--- src/rtl/uart_rx_fifo.sv ---
// uart_rx_fifo: receive-side byte buffer behind the UART core.
// The rx_we pulse from the baud-clock domain is synchronised. Each rising edge
// of that pulse pushes one byte into a DEPTH-entry circular FIFO. The consumer
// side is first-word-fall-through: rd_data always shows the head byte. The
// block reports full, empty and count, plus sticky overflow and underflow flags.
module uart_rx_fifo #(
    parameter int DATA_W      = 8,
    parameter int DEPTH       = 16,
    parameter int SYNC_STAGES = 2
) (
    input  logic                       clk,
    input  logic                       rst_n,
    input  logic [DATA_W-1:0]          rx_data,
    input  logic                       rx_we,
    input  logic                       rd_en,
    output logic [DATA_W-1:0]          rd_data,
    output logic                       empty,
    output logic                       full,
    output logic [$clog2(DEPTH):0]     count,
    output logic                       overflow,
    output logic                       underflow,
    input  logic                       clr_err
);

    localparam int PTR_W = $clog2(DEPTH);
    localparam int CNT_W = PTR_W + 1;
    localparam logic [CNT_W-1:0] DEPTH_C = CNT_W'(DEPTH);

    // Synchroniser chain for rx_we. fill_r tracks how far the chain has been
    // refilled with real samples since reset. The zeros loaded by reset are
    // not a genuine observation of rx_we being low. Without this tracking, a
    // write-enable held high through reset release would arm the capture
    // logic and cause a spurious push.
    logic [SYNC_STAGES-1:0] sync_r;
    logic [SYNC_STAGES-1:0] fill_r;
    logic                   prev_r;
    logic                   armed_r;

    logic                   sync_s;
    logic                   push_s;
    logic                   pop_s;
    logic                   wr_ok_s;
    logic                   ovf_set_s;
    logic                   udf_set_s;
    logic [CNT_W-1:0]       count_nxt_s;

    logic [DATA_W-1:0]      mem_r [DEPTH];
    logic [PTR_W-1:0]       wr_ptr_r;
    logic [PTR_W-1:0]       rd_ptr_r;
    logic [CNT_W-1:0]       count_r;
    logic                   empty_r;
    logic                   full_r;
    logic                   overflow_r;
    logic                   underflow_r;

    // Synchronise rx_we, remember the previous level and arm on the first genuine low.
    always_ff @(posedge clk or negedge rst_n) begin
        if (!rst_n) begin
            sync_r  <= '0;
            fill_r  <= '0;
            prev_r  <= 1'b0;
            armed_r <= 1'b0;
        end else begin
            sync_r  <= {sync_r[SYNC_STAGES-2:0], rx_we};
            fill_r  <= {fill_r[SYNC_STAGES-2:0], 1'b1};
            prev_r  <= sync_s;
            armed_r <= armed_r | (fill_r[SYNC_STAGES-1] & ~sync_s);
        end
    end

    // Derive push/pop, error set conditions and the next occupancy.
    always_comb begin
        sync_s      = sync_r[SYNC_STAGES-1];
        push_s      = armed_r & sync_s & ~prev_r;
        pop_s       = rd_en & ~empty_r;
        // A pop in the same cycle frees a slot, so a push into a full FIFO still lands.
        wr_ok_s     = push_s & (~full_r | pop_s);
        ovf_set_s   = push_s & full_r & ~pop_s;
        udf_set_s   = rd_en & empty_r;
        count_nxt_s = count_r;
        case ({wr_ok_s, pop_s})
            2'b10:   count_nxt_s = count_r + CNT_W'(1);
            2'b01:   count_nxt_s = count_r - CNT_W'(1);
            default: count_nxt_s = count_r;
        endcase
    end

    // Storage array write; contents are deliberately left out of reset.
    always_ff @(posedge clk) begin
        if (wr_ok_s) begin
            mem_r[wr_ptr_r] <= rx_data;
        end
    end

    // Pointers, registered occupancy flags and sticky error flags (set beats clear).
    always_ff @(posedge clk or negedge rst_n) begin
        if (!rst_n) begin
            wr_ptr_r    <= '0;
            rd_ptr_r    <= '0;
            count_r     <= '0;
            empty_r     <= 1'b1;
            full_r      <= 1'b0;
            overflow_r  <= 1'b0;
            underflow_r <= 1'b0;
        end else begin
            if (wr_ok_s) begin
                wr_ptr_r <= wr_ptr_r + PTR_W'(1);
            end
            if (pop_s) begin
                rd_ptr_r <= rd_ptr_r + PTR_W'(1);
            end
            count_r     <= count_nxt_s;
            empty_r     <= (count_nxt_s == '0);
            full_r      <= (count_nxt_s == DEPTH_C);
            overflow_r  <= (overflow_r & ~clr_err) | ovf_set_s;
            underflow_r <= (underflow_r & ~clr_err) | udf_set_s;
        end
    end

    // First-word-fall-through read data, forced to zero while empty.
    always_comb begin
        if (empty_r) begin
            rd_data = '0;
        end else begin
            rd_data = mem_r[rd_ptr_r];
        end
    end

    assign empty     = empty_r;
    assign full      = full_r;
    assign count     = count_r;
    assign overflow  = overflow_r;
    assign underflow = underflow_r;

endmodule
--- config.mk ---
export PLATFORM = sky130hd
export DESIGN_NAME = uart_rx_fifo
export DESIGN_NICKNAME = d
export VERILOG_FILES = /design/src/rtl/uart_rx_fifo.sv
export SDC_FILE = /design/constraint.sdc
export NUM_CORES = 1
export LEC_CHECK = 0
export ABC_AREA = 1
export CAP_MARGIN = 20
export CORE_AREA = 2 2 105 107
export DETAILED_ROUTE_END_ITERATION = 6
export DIE_AREA = 0 0 107 109
export HOLD_SLACK_MARGIN = 0.03
export PLACE_DENSITY = 0.81
export SLEW_MARGIN = 0
export SYNTH_ARGS = -nofsm -noshare
export SYNTH_HDL_FRONTEND = slang
export SYNTH_SLANG_ARGS = --single-unit
--- constraint.sdc ---
create_clock -name clk -period 3.03 [get_ports clk]
set_clock_uncertainty 0.2 [all_clocks]
set_input_delay 0.606 -clock clk [delete_from_list [all_inputs] [get_ports clk]]
set_output_delay 0.606 -clock clk [all_outputs]
set_load 0.05 [all_outputs]
==> key figures, run 1 <==
Outcome
  – Status: complete, but fails checks
  – Failing checks: negative setup slack

STA
  – Final setup TNS: -0.3804 ns
  – Hold violation total from the final report: 0
  – Fmax: 0.3123 GHz
  – Final worst-path setup slack: -0.1725 ns
  – Tmin final: 3.203 ns
  – Unrepaired setup endpoints after global routing: true
  – Max_slew headroom: 52.60%
  – Max-slew violations: 0
  – Worst-margin pin slew: 0.7088 ns
  – Final period utilization: 105.7%
  – Final setup violation count: 5
  – Final Hold Slack: 0.1565 ns

Cells and area
  – Design Area, Final: 7928 um^2
  – Number of fill cells: 591
  – Nets@finish: 616
  – Layout Area Growth over Synthesis: 27.46%
  – Share of cells above drive strength 1: 18.59%
  – Diode count: 0

Power
  – Leak: 0.002929 uW
  – Worst VDD drop: 1.293 mV
  – Total power: 9134 uW
  – Pwr dens: 1152 nW/um^2

CTS
  – Hold Buf Count CTS: 0
  – H-tree Lvls: 4
  – Clock-pin transition on the worst setup and hold timing paths: 0.06 ns
  – CTS max path bufs: 2
  – Worst-Skew Late Latency: 0.54 ns
  – Sink Count: 151
  – Root buf cell: clkbuf_8
  – Number of buffers created by CTS: 17
  – CTS tree: built

Logic synthesis
  – Register area share after synthesis: 71.07%
  – Synth area leaders: edfxtp_1 (62%), dfrtp_1 (8.9%), nor2_1 (7.1%)
  – Synth Area per Inst: 11.94 um^2
  – Mux contribution to synthesized area: 0%
  – Post-synth net total: 542
  – Synth unique cells: 27
  – Fraction of the mapped netlist area in simple logic gates: 12.31%
  – Synth warn: 0
  – Post-synthesis xor/xnor area fraction: 0.9857%
  – Synth Area in Compound Gates: 10.12%
  – Synth cell count leaders: edfxtp_1 (128), nor2_1 (118), o21ai_0 (47), nand2_1 (44), o211ai_1 (29)
  – Area leader, netlist: edfxtp_1
  – Adder-cell share of the synthesized area: 1.609%
  – Top cell type's share of synthesized area: 61.80%
  – Largest family of logic cells by synthesized area: simple AND/OR/NAND/NOR gates
  – #FFs+latches synth: 151
  – Asr flop ratio synth: 15.23%
  – Most common cell in the netlist: edfxtp_1
  – Synthesized area: 6220 um^2
  – Gate Count Post-Synth: 521
  – Post-synth EDFFs: 128
  – Post-synth top flop: edfxtp_1

Route
  – DRC viols: 0
  – DRT iter0 DRCs: 622
  – Vias: 4497
  – Final Routed Wirelength: 16420 um
  – Via-to-Cell Ratio: 6.012
  – WL/cell: 21.95 um
  – Drt first pass iters: 5
  – Antenna Nets Post-Route: 0

Global routing
  – Total track usage: 27.52%
  – Initial antenna violation count: 0
  – Vias in the first global route: 4235
  – Global-route wire length before repair: 22950 um
  – Largest net degree at the start of global routing: 31
  – GRT overflow: 0

Floorplan
  – DIE AREA: 11660 um^2
  – Die Y: 109 um
  – Width of the chip: 107 um
  – Core box area: 10600 um^2
  – Starting Density: 58.66%
  – I/O pin total: 30
  – Rows: 38

Hold path
  – Hold Crit Depth: 0
  – Hold WC Path Type: flop to flop
  – Worst Hold Path EP: fill_r[1]$_DFF_PN0_
  – Worst hold start: fill_r[0]$_DFF_PN0_

Critical path
  – R2R setup slack: 0.29 ns
  – Crit path capture type: output pin
  – Worst reg2reg path depth: 14
  – WP data required: 2.22 ns
  – Critical Path AT: 2.40 ns
  – Setup CP Type: flop to output pin
  – Startpoint types: flop
  – Worst r2r dst: full$_DFF_PN0_
  – Worst r2r src: empty$_DFF_PN1_
  – Critical path fanouts, max: 7

Place
  – GP Congestion: 0.8607
  – Cell Area, Placed: 6879 um^2
  – DP Wirelength: 8635 um
  – Port buffer count: 29
  – Post-placement worst setup slack: -0.06107 ns

Job
  – Max-Cap Viols: 0
[power breakdown]
part / total [uW] / internal [uW] / leakage, uW / switching, uW
Clock: 2120 / 1310 / 0.000310 / 817
Sequential: 2640 / 2460 / 0.00142 / 175
Combinational: 4370 / 1770 / 0.00120 / 2600
[cells by family after synthesis]
group           count (synthesis)
buf+inv                        52
flops                         151
xor+xnor                        7
other cells                     1
simple gates                  192
fa+ha+maj                       8
compound gates                110
[cells in the final DEF, fill, tap and decap left out, types with 2 or more instances in the layout]
cell type / n
clkbuf_8: 2
inv_1: 23
ha_1: 7
o21ai_1: 22
nand4_1: 4
clkinv_2: 3
nand2_1: 44
a21oi_1: 4
clkbuf_16: 24
buf_12: 15
edfxtp_1: 128
xor2_1: 6
buf_4: 29
inv_4: 4
o211ai_1: 29
o21ai_0: 44
a21oi_2: 6
buf_6: 8
nand3_2: 2
nor2_1: 114
dfrtp_1: 20
dfrtp_2: 2
nor2_2: 4
nand3_1: 22
clkdlybuf4s50_1: 21
[what timing repair did]
action | in CTS | in global routing
cloned | 3 | 6
buffers inserted | 4 | 9
setup endpoints to repair | 8 | 10
endpoints found under the hold margin | 0 | 0
pin swaps | 3 | 20
resized for setup | 18 | 30
[layout make-up]
type | count | area (um^2) | share of cell area (%)
Timing Repair inverter | 1 | 5.005 | 0.06313
Clock inverter | 9 | 78.83 | 0.9943
Multi-Input combinational cell | 318 | 1632 | 20.58
Clock buffer | 23 | 531.8 | 6.708
Inverter | 27 | 117.6 | 1.484
Sequential cell | 151 | 4427 | 55.84
Tap cell | 140 | 175.2 | 2.210
Timing Repair Buffer | 79 | 960.9 | 12.12
[flip-flops by register name, summed over array words and instances, names as in the netlist]
| name | flops |
|---|---|
| armed_r | 1 |
| count | 5 |
| empty | 1 |
| fill_r | 2 |
| full | 1 |
| mem_r | 128 |
| overflow | 1 |
| prev_r | 1 |
| rd_ptr_r | 4 |
| sync_r | 2 |
| underflow | 1 |
| wr_ptr_r | 4 |
[worst max path at each step]
stage | startpoint | end | slack (ns) | cells after the start
floorplan | empty$_DFF_PN1_ | full$_DFF_PN0_ | 0.28 | 16
finish | rd_ptr_r[0]$_DFFE_PN0P_ | rd_data[6] | -0.17 | 9
detailed placement | rd_en | full$_DFF_PN0_ | -0.06 | 15
global placement | rd_en | full$_DFF_PN0_ | 0.07 | 15
global route | rd_ptr_r[0]$_DFFE_PN0P_ | rd_data[6] | -0.18 | 9
CTS | rd_ptr_r[1]$_DFFE_PN0P_ | rd_data[5] | -0.005 | 6
[critical path, cell delays in order (launching register included)]
cell and delay, ns:
dfrtp_2 0.43, buf_6 0.15, clkinv_8 0.07, buf_12 0.12, clkbuf_16 0.15, nor2_1 0.06, o211ai_1 0.29, nand3_1 0.16
a21oi_2 0.25, buf_12 0.17
[stage by stage]
step                util [%]  std cells
floorplan                  -        521
finish                 74.77        748
CTS                    72.14        734
global placement       64.88        695
global route           74.77        748
detailed placement     64.88        695
[per-layer routing]
layer	global-route usage, %	part of all wire, %	routed length (um)
met1	34.36	37	5997
met4	12.43	4.4	715
met3	6.635	10	1689
met2	46.13	49	8013
met5	0	0	0
No activity file was read; power rests on OpenSTA's default activity.
==> inputs of run 2 (changes only) <==
--- a/config.mk
+++ b/config.mk
@@ -8,10 +8,12 @@
 export ABC_AREA = 1
 export CAP_MARGIN = 20
 export CORE_AREA = 2 2 105 107
+export CTS_CLUSTER_DIAMETER = 30
 export DETAILED_ROUTE_END_ITERATION = 6
 export DIE_AREA = 0 0 107 109
+export DONT_BUFFER_PORTS = 1
 export HOLD_SLACK_MARGIN = 0.03
-export PLACE_DENSITY = 0.81
+export PLACE_DENSITY = 0.77
 export SLEW_MARGIN = 0
 export SYNTH_ARGS = -nofsm -noshare
 export SYNTH_HDL_FRONTEND = slang
==> run 2 against run 1 <==
- the run still ends with negative setup slack left
- setup slack gained 0.11 ns
- utilization shrank 2.9 points
- maximum frequency grew 3.7%
- final area shrank 3.9%
- final cell count shrank 2.5%
- critical path depth shrank 1
- non-clock buffer count shrank 19
- register-to-register slack is essentially flat
- sequential share of layout area grew 2.3 points
- global-route usage shrank 0.11 points
- clock power shrank 3%
- die area is the same
==> key figures, run 2 (synthesis results as in run 1) <==
Cells and area
  – Non-Filler Instances: 729
  – Share of cells above drive strength 1: 18.51%
  – Commonest non-fill, non-tap cell in the layout: edfxtp_1
  – Diode count: 0
  – Final core occ: 71.83%
  – Max reg flops: 128
  – Layout Area Growth over Synthesis: 22.45%
  – Commonest cells after routing, fill and taps aside: edfxtp_1 (128), nor2_1 (113), nand2_1 (44)
  – Nets@finish: 597
  – Top reg by flops: mem_r

Power
  – Total power: 8478 uW
  – Leak: 0.002786 uW
  – Worst VDD drop: 0.9157 mV
  – Pwr dens: 1113 nW/um^2

Critical path
  – Crit path capture type: output pin
  – Max incr delay on CP: 0.49 ns
  – Crit-path cells: buf_12, clkbuf_16, nor2_2, o21ai_1, o211ai_1, nand3_1, a21oi_2, buf_6
  – Critical Path AT: 2.28 ns
  – Crit path max-delay family: buffers and inverters
  – Critical path fanouts, max: 6
  – WP data required: 2.22 ns
  – Setup CP Type: flop to output pin
  – Buf/Inv on CP: 3
  – Startpoint types: flop
  – Slowest cell on the critical path: dfrtp_4

STA
  – Max_slew headroom: 48.09%
  – Final worst-path setup slack: -0.05755 ns
  – Final setup violation count: 5
  – Worst-margin pin slew: 0.7761 ns
  – Fmax: 0.3239 GHz
  – Hold violation total from the final report: 0
  – Unrepaired setup endpoints after global routing: true
  – Max-slew violations: 0
  – Final period utilization: 101.9%
  – Final setup TNS: -0.1326 ns
  – Tmin final: 3.088 ns

Floorplan
  – Core box area: 10600 um^2
  – Die Y: 109 um
  – Width of the chip: 107 um
  – I/O pin total: 30
  – DIE AREA: 11660 um^2
  – Rows: 38
  – Starting Density: 58.66%

Place
  – Port buffer count: 0
  – GP Congestion: 0.8209
  – Post-placement worst setup slack: 0.2763 ns
  – Inst Count DP: 671
  – DP Wirelength: 8418 um

Global routing
  – GRT overflow: 0
  – Total track usage: 27.41%
  – Vias in the first global route: 4325
  – Global-route wire length before repair: 22800 um
  – Largest net degree at the start of global routing: 51
  – Initial antenna violation count: 0

CTS
  – Worst-Skew Late Latency: 0.53 ns
  – Root buf cell: clkbuf_8
  – Clock-pin transition on the worst setup and hold timing paths: 0.06 ns
  – CTS max path bufs: 2
  – Number of buffers created by CTS: 17
  – H-tree Lvls: 4
  – Sink Count: 151
  – CTS tree: built

Route
  – Final Routed Wirelength: 16340 um
  – WL/cell: 22.41 um
  – Antenna Nets Post-Route: 0
  – Vias: 4479
  – DRC viols: 0
  – Drt first pass iters: 5
  – Via-to-Cell Ratio: 6.144
  – DRT iter0 DRCs: 589

Hold path
  – Hold WC Path Type: input pin to flop

Job
  – Max-Cap Viols: 0

Outcome
  – Status: complete, but fails checks
  – Failing checks: negative setup slack
## run 2: routing by layer
metal | wire length, um | GRT usage, % | part of all wire, %
met5 | 0 | 0.8929 | 0
met4 | 787 | 17.25 | 4.8
met3 | 1830 | 7.053 | 11
met2 | 7945 | 43.27 | 49
met1 | 5774 | 34.08 | 35
## run 2: worst reg2reg max path: stages (launching register included)
cell	delay, ns
dfstp_2	0.54
inv_1	0.04
nand2_1	0.10
nand2_1	0.08
nand2_1	0.14
ha_1	0.28
nand2_1	0.12
inv_1	0.13
nor2_1	0.07
ha_1	0.27
nand2_1	0.07
nand2_1	0.06
or2_0	0.21
nor2_1	0.14
nand3_1	0.12
nor2_1	0.11
## run 2: path summary, 6_finish.rpt
path	end	slack, ns	from	cells after the start
worst max-delay path	rd_data[7]	-0.06	rd_ptr_r[1]$_DFFE_PN0P_	8
worst min-delay path	rd_ptr_r[0]$_DFFE_PN0P_	0.12	rd_en	2
worst max register to register	full$_DFF_PN0_	0.28	empty$_DFF_PN1_	15
worst min register to register	fill_r[1]$_DFF_PN0_	0.16	fill_r[0]$_DFF_PN0_	0
max in group asynchronous	rd_ptr_r[0]$_DFFE_PN0P_	1.81	rst_n	2
min in group asynchronous	underflow$_DFF_PN0_	0.30	rst_n	1
## run 2: timing repair
item,CTS,global route
endpoints found under the hold margin,154,0
gates resized for setup,7,39
setup endpoints to repair,7,8
pin swaps,3,20
cloned,1,8
buffers inserted,1,3
hold buffers,12,0
## run 2: per-stage QoR
stage / hold slack, ns / cell area, um^2
2_1_floorplan: 0.1104 / 6220
3_3_place_gp: 0.1111 / 6559
3_5_place_dp: 0.1109 / 6559
4_1_cts: 0.1144 / 7312
5_1_grt: 0.1333 / 7616
6_report: 0.1208 / 7616
## run 2: area by class of cell
cell class | instances | area, um^2
well taps | 140 | 175.2
repair buffers | 60 | 676.9
flip-flops and latches | 151 | 4425
clock buffers | 20 | 466.7
inverters | 27 | 113.9
clock inverters | 12 | 112.6
repair inverters | 1 | 7.507
fillers | 676 | 2987
multi-input cells | 318 | 1638
## run 2: power breakdown
| group | switching (uW) | internal (uW) |
|---|---|---|
| Sequential | 285 | 2460 |
| Clock | 853 | 1190 |
| Combinational | 2390 | 1300 |
| Total | 3530 | 4950 |
